File: src/rtl/vlogic_pred_pipe.sv
// Predicated vector bitwise-logic unit feeding a collapsing valid/ready pipeline.
// Inactive elements keep the old destination value; byte enables travel with each beat.
module vlogic_pred_pipe #(
    parameter int REQ_DATA_WIDTH   = 64,
    parameter int REQ_ADDR_WIDTH   = 32,
    parameter int OPSEL_WIDTH      = 3,
    parameter int NUM_STAGES       = 6,
    parameter int MASK_ENABLE      = 1,
    parameter int VEC_MOVE_ENABLE  = 1,
    parameter int WHOLE_REG_ENABLE = 1
) (
    input  logic                        clk,
    input  logic                        rst_n,
    input  logic                        in_valid,
    output logic                        in_ready,
    input  logic [REQ_ADDR_WIDTH-1:0]   in_addr,
    input  logic [REQ_DATA_WIDTH-1:0]   in_vec0,
    input  logic [REQ_DATA_WIDTH-1:0]   in_vec1,
    input  logic [REQ_DATA_WIDTH-1:0]   in_old,
    input  logic [OPSEL_WIDTH-1:0]      in_opSel,
    input  logic [1:0]                  in_sew,
    input  logic                        in_vm,
    input  logic [REQ_DATA_WIDTH/8-1:0] in_vmask,
    input  logic                        in_sca,
    input  logic                        in_w_reg,
    input  logic                        in_mask,
    output logic                        out_valid,
    input  logic                        out_ready,
    output logic [REQ_DATA_WIDTH-1:0]   out_vec,
    output logic [REQ_DATA_WIDTH/8-1:0] out_be,
    output logic [REQ_ADDR_WIDTH-1:0]   out_addr,
    output logic                        out_sca,
    output logic                        out_w_reg,
    output logic                        out_mask
);

    localparam int NB   = REQ_DATA_WIDTH / 8;
    localparam int LAST = NUM_STAGES - 1;

    function automatic logic [REQ_DATA_WIDTH-1:0] vlogic_op(
        input logic [2:0]                op,
        input logic [REQ_DATA_WIDTH-1:0] a,
        input logic [REQ_DATA_WIDTH-1:0] b
    );
        logic [REQ_DATA_WIDTH-1:0] r;
        if (MASK_ENABLE != 0) begin
            case (op)
                3'b000:  r = a & ~b;
                3'b001:  r = a & b;
                3'b010:  r = a | b;
                3'b011:  r = a ^ b;
                3'b100:  r = a | ~b;
                3'b101:  r = ~(a & b);
                3'b110:  r = ~(a | b);
                3'b111:  r = ~(a ^ b);
                default: r = '0;
            endcase
        end else begin
            case (op[1:0])
                2'b01:   r = a & b;
                2'b10:   r = a | b;
                2'b11:   r = a ^ b;
                default: r = '0;
            endcase
        end
        return r;
    endfunction

    // Byte j belongs to element j >> sew; mask bits beyond the element count are never indexed.
    function automatic logic [NB-1:0] elem_be(
        input logic [1:0]    sew,
        input logic          vm,
        input logic [NB-1:0] vmask
    );
        logic [NB-1:0] be;
        be = '0;
        for (int j = 0; j < NB; j++) begin
            be[j] = vm | vmask[j >> sew];
        end
        return be;
    endfunction

    logic [REQ_DATA_WIDTH-1:0] res_s;
    logic [REQ_DATA_WIDTH-1:0] merged_s;
    logic [NB-1:0]             be_s;
    logic [2:0]                flags_s;
    logic                      vm_s;

    logic [REQ_DATA_WIDTH-1:0] vec_r  [NUM_STAGES];
    logic [NB-1:0]             be_r   [NUM_STAGES];
    logic [REQ_ADDR_WIDTH-1:0] addr_r [NUM_STAGES];
    logic [2:0]                flag_r [NUM_STAGES];
    logic [NUM_STAGES-1:0]     vld_r;
    logic [NUM_STAGES-1:0]     adv_s;
    logic                      full_s;

    // Input-side compute, predication merge and flag gating.
    always_comb begin
        vm_s     = (MASK_ENABLE != 0) ? in_vm : 1'b1;
        res_s    = vlogic_op(in_opSel[2:0], in_vec0, in_vec1);
        be_s     = elem_be(in_sew, vm_s, in_vmask);
        merged_s = in_old;
        for (int j = 0; j < NB; j++) begin
            merged_s[j*8 +: 8] = be_s[j] ? res_s[j*8 +: 8] : in_old[j*8 +: 8];
        end
        flags_s[2] = (VEC_MOVE_ENABLE != 0) ? in_sca : 1'b0;
        flags_s[1] = ((VEC_MOVE_ENABLE != 0) && (WHOLE_REG_ENABLE != 0)) ? in_w_reg : 1'b0;
        flags_s[0] = (MASK_ENABLE != 0) ? in_mask : 1'b0;
    end

    // A stage may advance unless it and every stage downstream are full while the output stalls.
    always_comb begin
        full_s = 1'b1;
        adv_s  = '0;
        for (int s = LAST; s >= 0; s--) begin
            full_s   = full_s & vld_r[s];
            adv_s[s] = !full_s || out_ready;
        end
    end

    // Pipeline registers; invalid predecessors propagate as bubbles that get squeezed out.
    always_ff @(posedge clk or negedge rst_n) begin
        if (!rst_n) begin
            vld_r <= '0;
            for (int s = 0; s < NUM_STAGES; s++) begin
                vec_r[s]  <= '0;
                be_r[s]   <= '0;
                addr_r[s] <= '0;
                flag_r[s] <= 3'b000;
            end
        end else begin
            if (adv_s[0]) begin
                vld_r[0]  <= in_valid;
                vec_r[0]  <= merged_s;
                be_r[0]   <= be_s;
                addr_r[0] <= in_addr;
                flag_r[0] <= flags_s;
            end
            for (int s = 1; s < NUM_STAGES; s++) begin
                if (adv_s[s]) begin
                    vld_r[s]  <= vld_r[s-1];
                    vec_r[s]  <= vec_r[s-1];
                    be_r[s]   <= be_r[s-1];
                    addr_r[s] <= addr_r[s-1];
                    flag_r[s] <= flag_r[s-1];
                end
            end
        end
    end

    assign in_ready  = rst_n & adv_s[0];
    assign out_valid = vld_r[LAST];
    assign out_vec   = out_valid ? vec_r[LAST]  : '0;
    assign out_be    = out_valid ? be_r[LAST]   : '0;
    assign out_addr  = out_valid ? addr_r[LAST] : '0;
    assign out_sca   = out_valid & flag_r[LAST][2];
    assign out_w_reg = out_valid & flag_r[LAST][1];
    assign out_mask  = out_valid & flag_r[LAST][0];

endmodule

File: config.mk
export PLATFORM = sky130hd
export DESIGN_NAME = vlogic_pred_pipe
export DESIGN_NICKNAME = d
export VERILOG_FILES = /design/src/rtl/vlogic_pred_pipe.sv
export SDC_FILE = /design/constraint.sdc
export NUM_CORES = 1
export LEC_CHECK = 0
export BUFFER_PORTS_ARGS = -buffer_cell sky130_fd_sc_hd__clkbuf_2
export CORE_AREA = 10 10 217 374
export CTS_CLUSTER_DIAMETER = 60
export DETAILED_ROUTE_END_ITERATION = 7
export DIE_AREA = 0 0 227 384
export SETUP_SLACK_MARGIN = 0.15
export SYNTH_ARGS = -nofsm -noshare
export SYNTH_HDL_FRONTEND = slang
export SYNTH_SLANG_ARGS = --single-unit
File: constraint.sdc
create_clock -name clk -period 2.3 [get_ports clk]
set_input_delay 0.23 -clock clk [delete_from_list [all_inputs] [get_ports clk]]
set_output_delay 0.23 -clock clk [all_outputs]
set_load 0.02 [all_outputs]
# Word-level counts from Yosys, hierarchy flattened
# Cells that the tools add are included.
dict set report totals {
  ff_bits 648
  out_inout_bits 109
  wordCells 128
}
dict set report op_classes {
  magnitude_cmp 8
  n_eq_ne 7
  shift 8
  muxes 36
  bitwise 26
  reduce_logical 13
}
# cell count
set op_table {}
lappend op_table {{case mux 64 bit (8 select lines)} 1}
lappend op_table {{< comparator 32 x 5 -> 1 bit, second input constant} 8}
lappend op_table {{NOT 64 bit} 4}
lappend op_table {{AND 64 bit} 2}
lappend op_table {{bitwise OR 64 bit} 2}
lappend op_table {{right shift 3 x 2 -> 32 bit, first input constant} 4}
lappend op_table {{2-to-1 mux 8 bit} 9}
lappend op_table {{2-to-1 mux 64 bit} 1}
lappend op_table {{right shift 1 x 2 -> 32 bit, first input constant} 2}
lappend op_table {{right shift 2 x 2 -> 32 bit, first input constant} 2}
lappend op_table {{XOR 64 bit} 1}
lappend op_table {{2-to-1 mux 32 bit} 1}
lappend op_table {{binary-select mux 1 bit (select 3 bit)} 8}
lappend op_table {{2-to-1 mux 1 bit} 16}
lappend op_table {{equality test 3 bit, second input constant} 4}
lappend op_table {{AND 1 bit} 9}
lappend op_table {{bitwise OR 1 bit} 8}
lappend op_table {{equality test 3 x 2 -> 1 bit, second input constant} 2}
lappend op_table {{zero test 1 bit} 6}
lappend op_table {{logical OR 1 bit} 6}
lappend op_table {{equality test 3 x 1 -> 1 bit, second input constant} 1}
lappend op_table {{zero test 3 bit} 1}

# Depth between registers and ports, before layout
dict set report logic_depth {
  depth_word 8
  ltp_mapped 10
  depth_no_buf 7
}

# Least setup slack after synthesis
# No wires, ideal clock.
dict set report synth_path {
  kind {input to register}
  startpoint {input in_sew[1]}
  endpoint {register vec_r[374] (netlist name)}
  setup_time_ns 0.066
  t_arrival_ns 2.083
  required_time_ns 2.234
  slack_ns 0.151
  cell_stages 10
  cell_sequence {clkinv_1 > ha_1 > buf_4 > mux2i_1 > mux4_2 > and2_1 > buf_2 > buf_6 > a2111oi_2 > nand2b_1}
}
dict set report synth_via {
  elab_chain_cells 6
}
# item line_no
set synth_lines {}
lappend synth_lines {{from (decl)} 21} ;# input logic [1:0] in_sew,
lappend synth_lines {{right shift 3 x 2 -> 32 bit} 78} ;# be[j] = vm | vmask[j >> sew];
lappend synth_lines {{binary-select mux 1 bit (select 3 bit)} 78}
lappend synth_lines {{2-to-1 mux 1 bit (implied by the code) (2 in series)} 78}
lappend synth_lines {{bitwise OR 1 bit} 78}
lappend synth_lines {{2-to-1 mux 8 bit} 104} ;# merged_s[j*8 +: 8] = be_s[j] ? res_s[j*8 +: 8] : in_old[j*8 +: 8];
lappend synth_lines {{to (signal, indexed assignment)} 142} ;# vec_r[s] <= vec_r[s-1];
lappend synth_lines {{to (decl)} 89} ;# logic [REQ_DATA_WIDTH-1:0] vec_r [NUM_STAGES];
# No other way between the ends. The select of a mux whose other input is x is not followed.
# A chain may end at the register's enable or synchronous reset.

# Final worst setup path
dict set report layout_path {
  startpoint {register vld_r[5]}
  endpoint {output in_ready}
}
dict set report layout_via {
  elab_chain_cells 8
}
# item line_no
set layout_lines {}
lappend layout_lines {{from (decl)} 93} ;# logic [NUM_STAGES-1:0] vld_r;
lappend layout_lines {{from (signal, indexed assignment)} 141} ;# vld_r[s] <= vld_r[s-1];
lappend layout_lines {{AND 1 bit (5 in series)} 116} ;# full_s = full_s & vld_r[s];
lappend layout_lines {{zero test 1 bit} 117} ;# adv_s[s] = !full_s || out_ready;
lappend layout_lines {{logical OR 1 bit} 117}
lappend layout_lines {{AND 1 bit} 151} ;# assign in_ready = rst_n & adv_s[0];
lappend layout_lines {{to (decl)} 15} ;# output logic in_ready,
# No other way between the ends.

==> qor.yml <==
grt_pass1_vias: 23760
worst_ep_required_time_ns: 2.07
p_per_area_nw_per_um2: 915.4
avgSynthCellArea_um2: 10.29
gp_congestion: 0.8107
yosysSeqAreaShare_pct: 48.64
peakVddDrop_mv: 0.5684
worst_slew_pin_slew_ns: 0.8232
synth.distinct_cells: 58
cp-end-kind: "primary output"
synth_seq_cells: 648
htree_levels: 2
cellLeakagePower_nw: 19.47
slew_violations: 0
cp_top_family: "simple AND/OR/NAND/NOR gates"
period_needed_ns: 2.069
syn_to_final_growth_pct: 18.98
core_um2: 74720
num_vias: 23170
path_buf_inv: 1
arrival_ns: 1.84
whs_ns: 0.05017
synthFlopType: "dfrtp_1"
fin_util_pct: 53.09
first_iter_violations: 1362
yosys-top-cells-count: "823 x nand2_1, 648 x dfrtp_1, 260 x ha_1"
initial_core_util_pct: 44.62
slew_headroom_pct: 45.12
die_area_um2: 87170
grt_usage_pct: 18.78
viasPerCell: 4.994
status: "complete, no violations"
wl_per_cell_um: 17.47
slowest_delay_ns: 0.46
r2r.worst_path.cells: 9
dpl.cell_count: 4433
critPathSlowestCell: "dfrtp_4"
setup-tns-final_ns: 0
grt_max_degree: 126
synthAdderAreaFrac_pct: 9.758
final_cell_area_um2: 39670
grt_pass1_wl_um: 132600
startpoint_type: "register"
synth_edf_count: 0
synth_area_leader_cell: "dfrtp_1"
preCtsSetupSlack_ns: -0.1256
holdPathStages: 4
ys_top_cells_by_area: "dfrtp_1 49%, ha_1 9.8%, nand2_1 9.3%, mux2_1 7.2%, mux2_2 4.9%"
ant_nets: 0
maxCapViolCount: 0
synth-xor-area-share_pct: 2.259
drive_above_1_share_pct: 19.47
nets: 4152
die_y_um: 384
synth_top_family_by_area: "simple AND/OR/NAND/NOR gates"
ios: 354
clk_transition_reported_paths_ns: 0.07
fin_skew_ns: 0.02773
worst_skew_pair.late_latency_ns: 0.61
rsz0062_at_grt: "no"
async_reset_ff_share_pct: 100.0
synth_most_common_cell: "nand2_1"
grt_antenna_before_repair: 3
route.detailed.drc: 0
dp_hpwl_um: 58690
yosys.area.top_type_share_pct: 48.64
syn_area_um2: 33340
finalNonFillerCells: 4640
die_w_um: 227
synth-simple-area-share_pct: 15.77
fmax_ghz: 0.4833
synthMuxAreaShare_pct: 12.99
rows: 133
synth_compound_area_share_pct: 6.410
clock_path_buffers: 3
port-buffer-count: 353
cts_sinks: 648
cts_tree: "done"
total_power_mw: 36.31
finalHoldViolCount: 0
multi_input_area_um2: 15800
fin_crit_sh_pct: 89.97
firstDrtPassIters: 5
fin_ws_ns: 0.2307
critical_path_depth: 4
postRouteWirelength_um: 81040
synth_cells: 3241
fillers: 6806
root_buffer: "clkbuf_16"
seqCellArea_um2: 16220
path_class: "register to primary output"
cts-buffers-inserted: 56
crit_path_max_fanout: 6
hp-class: "input pin to register"
crit_path_cell_trace: "nand4b_1 -> or2_4 -> and2_4 -> buf_2"
syn_nets: 3746
dpl_cell_area_um2: 36630
yosysWarningCount: 0
setup_viol: 0
overflow: 0
cells by family (layout without fill, tap and decap cells):
kind of cell | after synthesis | in the layout
compound gates | 309 | 309
simple gates | 1221 | 1221
fa+ha+maj | 260 | 260
flops | 648 | 648
mux | 379 | 379
buf+inv | 338 | 789
xor+xnor | 86 | 86
other cells | 0 | 3
report_power, final:
group	internal (mW)	switching, mW
logic	4.11	5.24
clock network	5.83	4.28
registers	15.0	1.83
sequential cells by signal (all words and copies together), names as in the netlist:
signal  count
vec_r     384
addr_r    192
be_r       48
flag_r     18
vld_r       6
worst paths after layout:
check / startpoint / end / slack, ns
max: vld_r[5] / in_ready / 0.23
min: in_old[22] / vec_r[342] / 0.05
max reg2reg: vld_r[5] / vec_r[352] / 0.29
min reg2reg: addr_r[11] / addr_r[11] / 0.46
max in group asynchronous: rst_n / vec_r[131] / 1.13
min in group asynchronous: rst_n / vec_r[293] / 0.19
cells in the final DEF (no fill, tap or decap), drive strengths merged, types with 80 or more instances in the layout:
cell type / netlist / routed
buf: 94 / 104
dfrtp: 648 / 648
inv: 137 / 140
nand2: 823 / 823
a21oi: 81 / 81
xnor2: 80 / 80
mux2: 357 / 357
clkbuf: 105 / 424
nor2: 124 / 124
dlygate4sd3: 0 / 95
and2: 127 / 127
ha: 260 / 260
what timing repair did:
item	4_1_cts	5_1_grt
resized for setup	3	6
pin swaps	2	0
hold buffers	96	0
setup buffers	3	2
setup endpoints to repair	21	11
hold endpoints to repair	344	0
cell type report:
class	instances	share of cell area, %
Clock buffer	76	4.053
Inverter	139	1.315
Antenna cell	3	0.01893
Timing Repair Buffer	547	9.930
Clock inverter	27	0.9841
Tap cell	945	2.981
Sequential cell	648	40.89
Multi-Input combinational cell	2255	39.83
metal layers:
| layer | GRT usage (%) | vias to the layer above | wire (µm) |
|---|---|---|---|
| met1 | 24.88 | 11180 | 36930 |
| met5 | 0 | - | 13 |
| met3 | 3.377 | 107 | 3984 |
| li1 | - | 11440 | - |
| met2 | 30.92 | 442 | 38000 |
| met4 | 5.397 | 2 | 2117 |
worst min-delay path, stage by stage:
cell      delay [ns]
clkbuf_2        0.08
or3_1           0.09
o31ai_1         0.07
a21oi_1         0.14
No activity file was read; power rests on OpenSTA's default activity.
